File: config.mk
export PLATFORM = sky130hd
export DESIGN_NAME = fetch_unit
export DESIGN_NICKNAME = d
export VERILOG_FILES = /design/src/rtl/riscv_pkg.sv /design/src/rtl/fetch_out_buf.sv /design/src/rtl/fetch_unit.sv
export SDC_FILE = /design/constraint.sdc
export NUM_CORES = 1
export LEC_CHECK = 0
export BUFFER_PORTS_ARGS = -buffer_cell sky130_fd_sc_hd__buf_2
export CAP_MARGIN = 20
export CORE_ASPECT_RATIO = 1.4
export CORE_UTILIZATION = 30
export CTS_CLUSTER_SIZE = 25
export DETAILED_ROUTE_END_ITERATION = 10
export PLACE_DENSITY_LB_ADDON = 0.12
export RECOVER_POWER = 100
export SLEW_MARGIN = 20
export SYNTH_ARGS = -nofsm -noshare
export SYNTH_HDL_FRONTEND = slang
export SYNTH_SLANG_ARGS = --single-unit
export TNS_END_PERCENT = 10
File: constraint.sdc
create_clock -name clk -period 3.8 [get_ports clk]
set_input_delay 0.38 -clock clk [delete_from_list [all_inputs] [get_ports clk]]
set_output_delay 0.38 -clock clk [all_outputs]
set_load 0.05 [all_outputs]
File: src/rtl/riscv_pkg.sv
// Shared RISC-V front-end definitions.
//   - opcode constants for control-flow instructions
//   - canonical NOP encoding (addi x0, x0, 0)
//   - fetch FSM state encoding
//   - small helpers used by the fetch logic
package riscv_pkg;

    localparam logic [6:0]  OPCODE_BRANCH = 7'b1100011;
    localparam logic [6:0]  OPCODE_JAL    = 7'b1101111;
    localparam logic [6:0]  OPCODE_JALR   = 7'b1100111;
    localparam logic [31:0] NOP_INST      = 32'h0000_0013;

    typedef enum logic [1:0] {
        IDLE = 2'd0,
        REQ  = 2'd1,
        WAIT = 2'd2,
        DROP = 2'd3
    } fetch_state_t;

    // Sequential fetch address; the 32-bit add wraps 0xFFFF_FFFC to 0.
    function automatic logic [31:0] next_fetch_pc(input logic [31:0] pc);
        return pc + 32'd4;
    endfunction

    // True for opcodes that can redirect the fetch stream.
    function automatic logic is_ctrl_flow(input logic [6:0] opcode);
        return (opcode == OPCODE_BRANCH) || (opcode == OPCODE_JAL) ||
               (opcode == OPCODE_JALR);
    endfunction

endpackage

File: src/rtl/fetch_out_buf.sv
// One-entry instruction output register between fetch and decode.
// Ports:
//   clk, rst_n      clock, asynchronous active-low reset
//   fill            load fill_inst/fill_pc this cycle
//   flush           drop the entry (redirect); wins over fill and ready
//   ready           decode consumes the entry this cycle
//   fill_inst/pc    incoming instruction word and its address
//   valid/inst/pc   registered entry presented to decode
module fetch_out_buf
    import riscv_pkg::*;
#(
    parameter int DATA_W = 32
) (
    input  logic              clk,
    input  logic              rst_n,
    input  logic              fill,
    input  logic              flush,
    input  logic              ready,
    input  logic [DATA_W-1:0] fill_inst,
    input  logic [DATA_W-1:0] fill_pc,
    output logic              valid,
    output logic [DATA_W-1:0] inst,
    output logic [DATA_W-1:0] pc
);

    always_ff @(posedge clk or negedge rst_n) begin
        if (!rst_n) begin
            valid <= 1'b0;
            inst  <= DATA_W'(NOP_INST);
            pc    <= '0;
        end else begin
            if (flush) begin
                valid <= 1'b0;
            end else if (fill) begin
                valid <= 1'b1;
            end else if (ready) begin
                valid <= 1'b0;
            end
            // Data only moves on a real load, so a stalled entry stays put.
            if (fill && !flush) begin
                inst <= fill_inst;
                pc   <= fill_pc;
            end
        end
    end

endmodule

File: src/rtl/fetch_unit.sv
// Instruction fetch unit: PC register, redirect handling and a four-state
// request FSM with at most one outstanding instruction-memory request.
// Ports:
//   clk, rst_n                     clock, asynchronous active-low reset
//   BranchTaken, JumpTaken         redirect requests from execute
//   TargetPC                       redirect address (low two bits ignored)
//   IMemReqValid/Addr/Ready        instruction memory request handshake
//   IMemRespValid/Data             instruction memory response
//   InstValid, Inst, InstPC        instruction presented to decode
//   InstReady                      decode accepts the instruction
module fetch_unit
    import riscv_pkg::*;
#(
    parameter logic [31:0] RESET_PC = 32'h0000_0000
) (
    input  logic        clk,
    input  logic        rst_n,
    input  logic        BranchTaken,
    input  logic        JumpTaken,
    input  logic [31:0] TargetPC,
    output logic        IMemReqValid,
    output logic [31:0] IMemReqAddr,
    input  logic        IMemReqReady,
    input  logic        IMemRespValid,
    input  logic [31:0] IMemRespData,
    output logic        InstValid,
    output logic [31:0] Inst,
    output logic [31:0] InstPC,
    input  logic        InstReady
);

    fetch_state_t state_q, state_d;
    logic [31:0]  pc_q, pc_d;
    logic         redirect;
    logic [31:0]  redirect_pc;
    logic         buf_free;
    logic         req_valid;
    logic         fill;

    assign redirect    = BranchTaken | JumpTaken;
    assign redirect_pc = TargetPC & 32'hFFFF_FFFC;
    // A new request may only go out if its result will have somewhere to land.
    assign buf_free    = !InstValid || InstReady;

    always_ff @(posedge clk or negedge rst_n) begin
        if (!rst_n) begin
            state_q <= IDLE;
            pc_q    <= RESET_PC;
        end else begin
            state_q <= state_d;
            pc_q    <= pc_d;
        end
    end

    always_comb begin
        state_d   = state_q;
        pc_d      = pc_q;
        req_valid = 1'b0;
        fill      = 1'b0;
        case (state_q)
            IDLE: begin
                state_d = REQ;
                if (redirect) pc_d = redirect_pc;
            end
            REQ: begin
                req_valid = buf_free;
                if (redirect) pc_d = redirect_pc;
                // A redirect racing the handshake leaves a stale request in
                // flight; DROP swallows its response.
                if (req_valid && IMemReqReady) state_d = redirect ? DROP : WAIT;
            end
            WAIT: begin
                if (IMemRespValid) begin
                    state_d = REQ;
                    if (redirect) begin
                        pc_d = redirect_pc;
                    end else begin
                        fill = 1'b1;
                        pc_d = next_fetch_pc(pc_q);
                    end
                end else if (redirect) begin
                    pc_d    = redirect_pc;
                    state_d = DROP;
                end
            end
            DROP: begin
                if (redirect) pc_d = redirect_pc;
                if (IMemRespValid) state_d = REQ;
            end
            default: state_d = IDLE;
        endcase
    end

    assign IMemReqValid = req_valid;
    assign IMemReqAddr  = pc_q;

    fetch_out_buf #(
        .DATA_W(32)
    ) u_out_buf (
        .clk      (clk),
        .rst_n    (rst_n),
        .fill     (fill),
        .flush    (redirect),
        .ready    (InstReady),
        .fill_inst(IMemRespData),
        .fill_pc  (pc_q),
        .valid    (InstValid),
        .inst     (Inst),
        .pc       (InstPC)
    );

endmodule

---- Word level (Yosys, flattened, before mapping) ----
Cells that the tools add are included.
cells by class
  $add $sub $neg .......................... 1
  eq/ne operators ......................... 6
  mux-type cells .......................... 17
  bitwise gates (word level) .............. 1
  reductions and logical operators ........ 9
operator list
  operator                                                          count
  32-bit two-way mux                                                3
  32-bit one-hot mux with 2 select lines                            1
  32-bit by 3-bit adder with 32-bit output (second input constant)  1
  1-bit two-way mux                                                 8
  2-bit two-way mux                                                 4
  2-bit one-hot mux with 4 select lines                             1
  2-bit == test (second input constant)                             2
  2-bit != test (second input constant)                             2
  3-bit != test (second input constant)                             1
  3-bit AND reduction                                               1
  3-bit nonzero test                                                1
  3-bit OR reduction                                                1
  2-bit by 1-bit == test with 1-bit output (second input constant)  1
  1-bit logical AND                                                 2
  1-bit logical NOT                                                 2
  2-bit logical NOT                                                 1
  1-bit logical OR                                                  1
  1-bit bitwise OR                                                  1
storage, ports and cells
  register bits ........................... 99
  input port bits ......................... 71
  word-level logic and storage cells ...... 39

---- Logic depth before layout (Yosys ltp) ----
  depth after elaboration ................. 6
  depth in mapped cells ................... 7
  mapped depth without buffers ............ 6

---- Modules after synthesis ----
From an unflattened synthesis, not the netlist that was laid out.
second synthesis, totals
  cell total of the unflattened synthesis .. 357
  area total of the unflattened synthesis .. 4773.3 um^2
by module, submodules not included
  module         instances  cells each  area each (um^2)  seq. area each (um^2)
  fetch_out_buf  1          140         2745.1            1630.3
  fetch_unit     1          217         2028.2            850.8

---- Worst setup path after synthesis ----
OpenSTA, ideal clock, no wires.
  path kind ............................... register to register
  from .................................... register pc_q[2], in the netlist IMemReqAddr[2]
  to ...................................... register pc_q[20], in the netlist IMemReqAddr[20]
  library setup time ...................... 0.082 ns
  arrival time ............................ 2.197 ns
  data required time ...................... 3.718 ns
  setup slack ............................. 1.521 ns
  stages on the path, launching flop included .. 7
  path buffers ............................ 1
  cell sequence ........................... dfrtp_1 ha_1 nand4_1 or2_2 buf_2 or4_1 a31oi_1
between the ends
  word-level cells in the longest chain between the ends .. 4
RTL lines
  item                                      line              text
  start: declaration                        fetch_unit.sv:33  logic [31:0] pc_q, pc_d;
  start signal: assignment                  fetch_unit.sv:51  pc_q <= pc_d;
  32-bit by 3-bit adder with 32-bit output  riscv_pkg.sv:22   return pc + 32'd4;
  32-bit two-way mux                        fetch_unit.sv:75  if (redirect) begin
  32-bit two-way mux                        fetch_unit.sv:73  if (IMemRespValid) begin
  32-bit one-hot mux with 2 select lines    fetch_unit.sv:60  case (state_q)
  via pc_d[20]                              fetch_unit.sv:33
The timed path passes the listed nets, and every way through them passes these cells.
A chain may end at the register's enable or synchronous reset.

---- Worst setup path after layout ----
  from .................................... register state_q[0]
  to ...................................... register pc_q[31], in the netlist IMemReqAddr[31]
between the ends
  word-level cells in the longest chain between the ends .. 3
RTL lines
  item                                      line              text
  start: declaration                        fetch_unit.sv:32  fetch_state_t state_q, state_d;
  start signal: assignment                  fetch_unit.sv:50  state_q <= state_d;
  2-bit == test (tied with other cells)     fetch_unit.sv:60
  3-bit OR reduction (no line)              --
  32-bit one-hot mux with 2 select lines *  fetch_unit.sv:60
  via pc_d[31]                              fetch_unit.sv:33
The timed path passes the listed nets; every way through them passes the cells marked *.

==> results.txt <==
----------------------------------------------------
[STA]
  Setup violators final ... 0
  Layout Skew ... 0.00642 ns
  Max-Slew Margin vs Limit ... -0.631
  Final hold violation count ... 0
  Total count of max-transition violations in the final report ... 45
  Final critical-path share of the clock period ... 0.689
  Slew at the pin closest to its max-slew limit ... 2.45 ns
  Max Freq ... 0.382 GHz
  Worst path setup slack after routing ... 1.18 ns
  Setup tns final ... 0 ns
  Clock period minus final worst setup slack ... 2.62 ns
  Setup repair after global routing missed its margin ... false

[Setup path]
  Type of element capturing the critical path ... flop
  Setup Crit Path Kind ... flop to flop
  Endpoint of the most critical register-to-register path ... IMemReqAddr[31]
  Maximum net fanout on the critical path ... 16
  Required @ worst endpoint ... 4.05 ns
  Depth of the worst register-to-register path ... 6
  Signal arrival time at the worst endpoint ... 2.87 ns
  Slack of the worst reg-to-reg path ... 1.18 ns
  Startpoint type of the worst setup path ... flop
  Worst R2R Start ... state_q[0]

[Power]
  Peak ir drop on the vdd network ... 0.000360 V
  Power density over the cells ... 813 mW/mm²
  Leak ... 0.00245 µW

[Final layout]
  Most frequent standard cell in the layout excluding fill and tap cells ... sky130_fd_sc_hd__clkbuf_1
  Layout cell share with drive strength beyond 1 ... 0.300
  Post-route non-filler standard cell count ... 726
  Net total in the final layout ... 608
  Number of inserted diodes ... 0
  Fillers ... 1542
  Synth-to-layout area growth ... 27.0%
  Post-route core utilization ... 0.389
  Leading cell types in the layout, fill and taps excluded ... sky130_fd_sc_hd__clkbuf_1, sky130_fd_sc_hd__dfrtp_1, sky130_fd_sc_hd__buf_2

[Flow run]
  Max_cap viols ... 1

[Synth]
  Synth Instances ... 367
  Post-Syn Area ... 0.00442 mm²
  Nets in the synthesized netlist ... 443
  Synthesis warning total ... 0
  Post-synthesis sequential element count ... 99
  Distinct cell type count after synthesis ... 44
  Post-synthesis average cell area ... 12.1 µm²
  Register area share after synthesis ... 0.561

[Clocking]
  Clk_lat worst skew ... 0.34 ns
  Number of clock sinks seen by CTS ... 99
  Number of hold buffers added after cts ... 0
  CTS max path bufs ... 2
  Clock tree root buffer cell ... sky130_fd_sc_hd__clkbuf_16
  Number of clock buffers inserted by TritonCTS ... 9
  Cells resized by post-CTS repair ... 0
  CTS tree ... done
  H-tree depth ... 3
  Clock input transition at the sequential cells of the worst setup and hold paths ... 0.07 ns
  Buffer count from post-CTS setup fixing ... 0

[Route]
  Detailed Route WL ... 11300 µm
  Drt drc ... 0
  Vias per cell ... 4.74
  Number of vias after detailed routing ... 3440
  Number of detailed-routing iterations run before antenna repair ... 4
  Wire length per cell after detailed routing ... 15.6 µm
  Starting DRT DRC Count ... 85
  Count of antenna-violating nets left after detailed routing ... 0

[Placement]
  Port-buffer cells ... 166
  Post-placement setup slack ... 1.37 ns
  Gpl congestion ... 0.705
  Detailed placer's ending HPWL ... 8070 µm
  Instance count after placement with tap cells included ... 710

[Global routing]
  Maximum number of pins on one net before global-route repair ... 45
  Initial antenna violation count ... 0
  Vias in the first global route ... 3620
  Global routing usage summed across all routing layers ... 0.154
  Overflow after GRT ... 0
  Wire length of the first global-routing pass ... 18500 µm

[Floorplan]
  Top-level I/O count ... 169
  Initial cell density of the core ... 0.306
  Horizontal die dimension ... 105 µm
  Core region area ... 0.0144 mm²
  Number of rows in the core area ... 52
  Die Footprint ... 0.0152 mm²
  Chip Height ... 146 µm

[Min path]
  Instance count along the most critical hold path ... 3
  Terminating pin of the worst hold path ... IMemReqAddr[9]
  Path class of the lowest-slack min-delay path ... input port to flop
  Startpoint of the most critical hold path ... TargetPC[9]

[Run status]
  Outcome ... finished, violations left
  Failing checks ... max-capacitance violations, max-slew violations

----------------------------------------------------
registers in the layout, summed over array words and instances, names as in the netlist:
| signal | count |
|---|---|
| u_out_buf.inst | 32 |
| u_out_buf.pc | 32 |
| state_q | 2 |
| u_out_buf.valid | 1 |
| IMemReqAddr | 32 |
how the worst max path moves through the flow:
stage | from | to | slack, ns | cells after the start
global route | rst_n | u_out_buf.pc[7] | 0.81 | 2
global placement | state_q[0] | IMemReqAddr[31] | 1.39 | 6
finish | state_q[0] | IMemReqAddr[31] | 1.18 | 6
floorplan | IMemReqAddr[2] | IMemReqAddr[20] | 1.52 | 6
CTS | state_q[0] | IMemReqAddr[31] | 1.32 | 6
detailed placement | state_q[0] | IMemReqAddr[31] | 1.37 | 6
synthesized netlist by cell type, drive strengths merged:
cell | number | share of area
inv | 7 | 0.0059
mux2 | 65 | 0.17
nand2 | 30 | 0.025
buf | 9 | 0.012
a21oi | 3 | 0.0034
and4 | 3 | 0.0062
or2 | 3 | 0.0042
nand4 | 10 | 0.018
and2 | 3 | 0.0042
clkbuf | 7 | 0.0082
nand4b | 1 | 0.0020
o41ai | 1 | 0.0020
o31ai | 8 | 0.014
a221o | 1 | 0.0023
nor2 | 23 | 0.020
or3 | 4 | 0.0062
nand3b | 1 | 0.0017
nor3 | 6 | 0.0068
dlygate4sd1 | 1 | 0.0020
ha | 5 | 0.014
nor4 | 3 | 0.0042
nand3 | 9 | 0.010
or4b | 1 | 0.0023
xnor2 | 10 | 0.020
or4 | 9 | 0.016
mux2i | 2 | 0.0045
dfrtp | 96 | 0.54
a31oi | 16 | 0.023
a211oi | 1 | 0.0017
xor2 | 2 | 0.0040
o311ai | 1 | 0.0020
dfstp | 3 | 0.018
o2bb2ai | 1 | 0.0020
and3 | 3 | 0.0042
o21ai | 18 | 0.020
nand2b | 1 | 0.0014
metal layers:
layer,global-route usage,vias to the layer above,part of all wire
met5,0,-,0
met3,0.0278,14,0.037
met1,0.182,1693,0.41
met2,0.274,77,0.54
li1,-,1656,-
met4,0.0606,0,0.015
report_power, final:
part	switching, µW	leakage [µW]	internal, µW
combinational	1520	0.00104	446
clock	409	0.000163	597
sequential	197	0.00125	1390
cell families after synthesis:
group	count (synthesis)	synth area share
mux	67	0.170
compound gates	50	0.0699
simple gates	110	0.133
flops	99	0.561
buf+inv	24	0.0283
xor+xnor	12	0.0238
fa+ha+maj	5	0.0141
critical path, cell delays in order (launching register included):
cell and delay [ns]:
sky130_fd_sc_hd__dfrtp_1 0.40, sky130_fd_sc_hd__inv_1 0.12, sky130_fd_sc_hd__ha_1 0.24, sky130_fd_sc_hd__nand4_1 0.27
sky130_fd_sc_hd__or4_1 0.79, sky130_fd_sc_hd__or4_1 0.54, sky130_fd_sc_hd__a31oi_1 0.17
metrics by stage:
stage,hold WS [ns],area (µm²),total power (µW)
floorplan,0.0844,4420,3170
global placement,0.422,5440,3640
detailed placement,0.431,5440,3680
CTS,0.0562,5770,4700
global route,0.245,5620,4780
finish,0.237,5620,4570
final cells by class:
| cell class | count | area [µm²] | share of cell area |
|---|---|---|---|
| Clock buffer | 10 | 239 | 0.0425 |
| Multi-Input combinational cell | 244 | 1820 | 0.324 |
| Tap cell | 189 | 236 | 0.0421 |
| Clock inverter | 6 | 87.6 | 0.0156 |
| Sequential cell | 99 | 2480 | 0.442 |
| Timing Repair Buffer | 171 | 731 | 0.130 |
| Inverter | 7 | 26.3 | 0.00468 |
No activity file was read; power rests on OpenSTA's default activity.
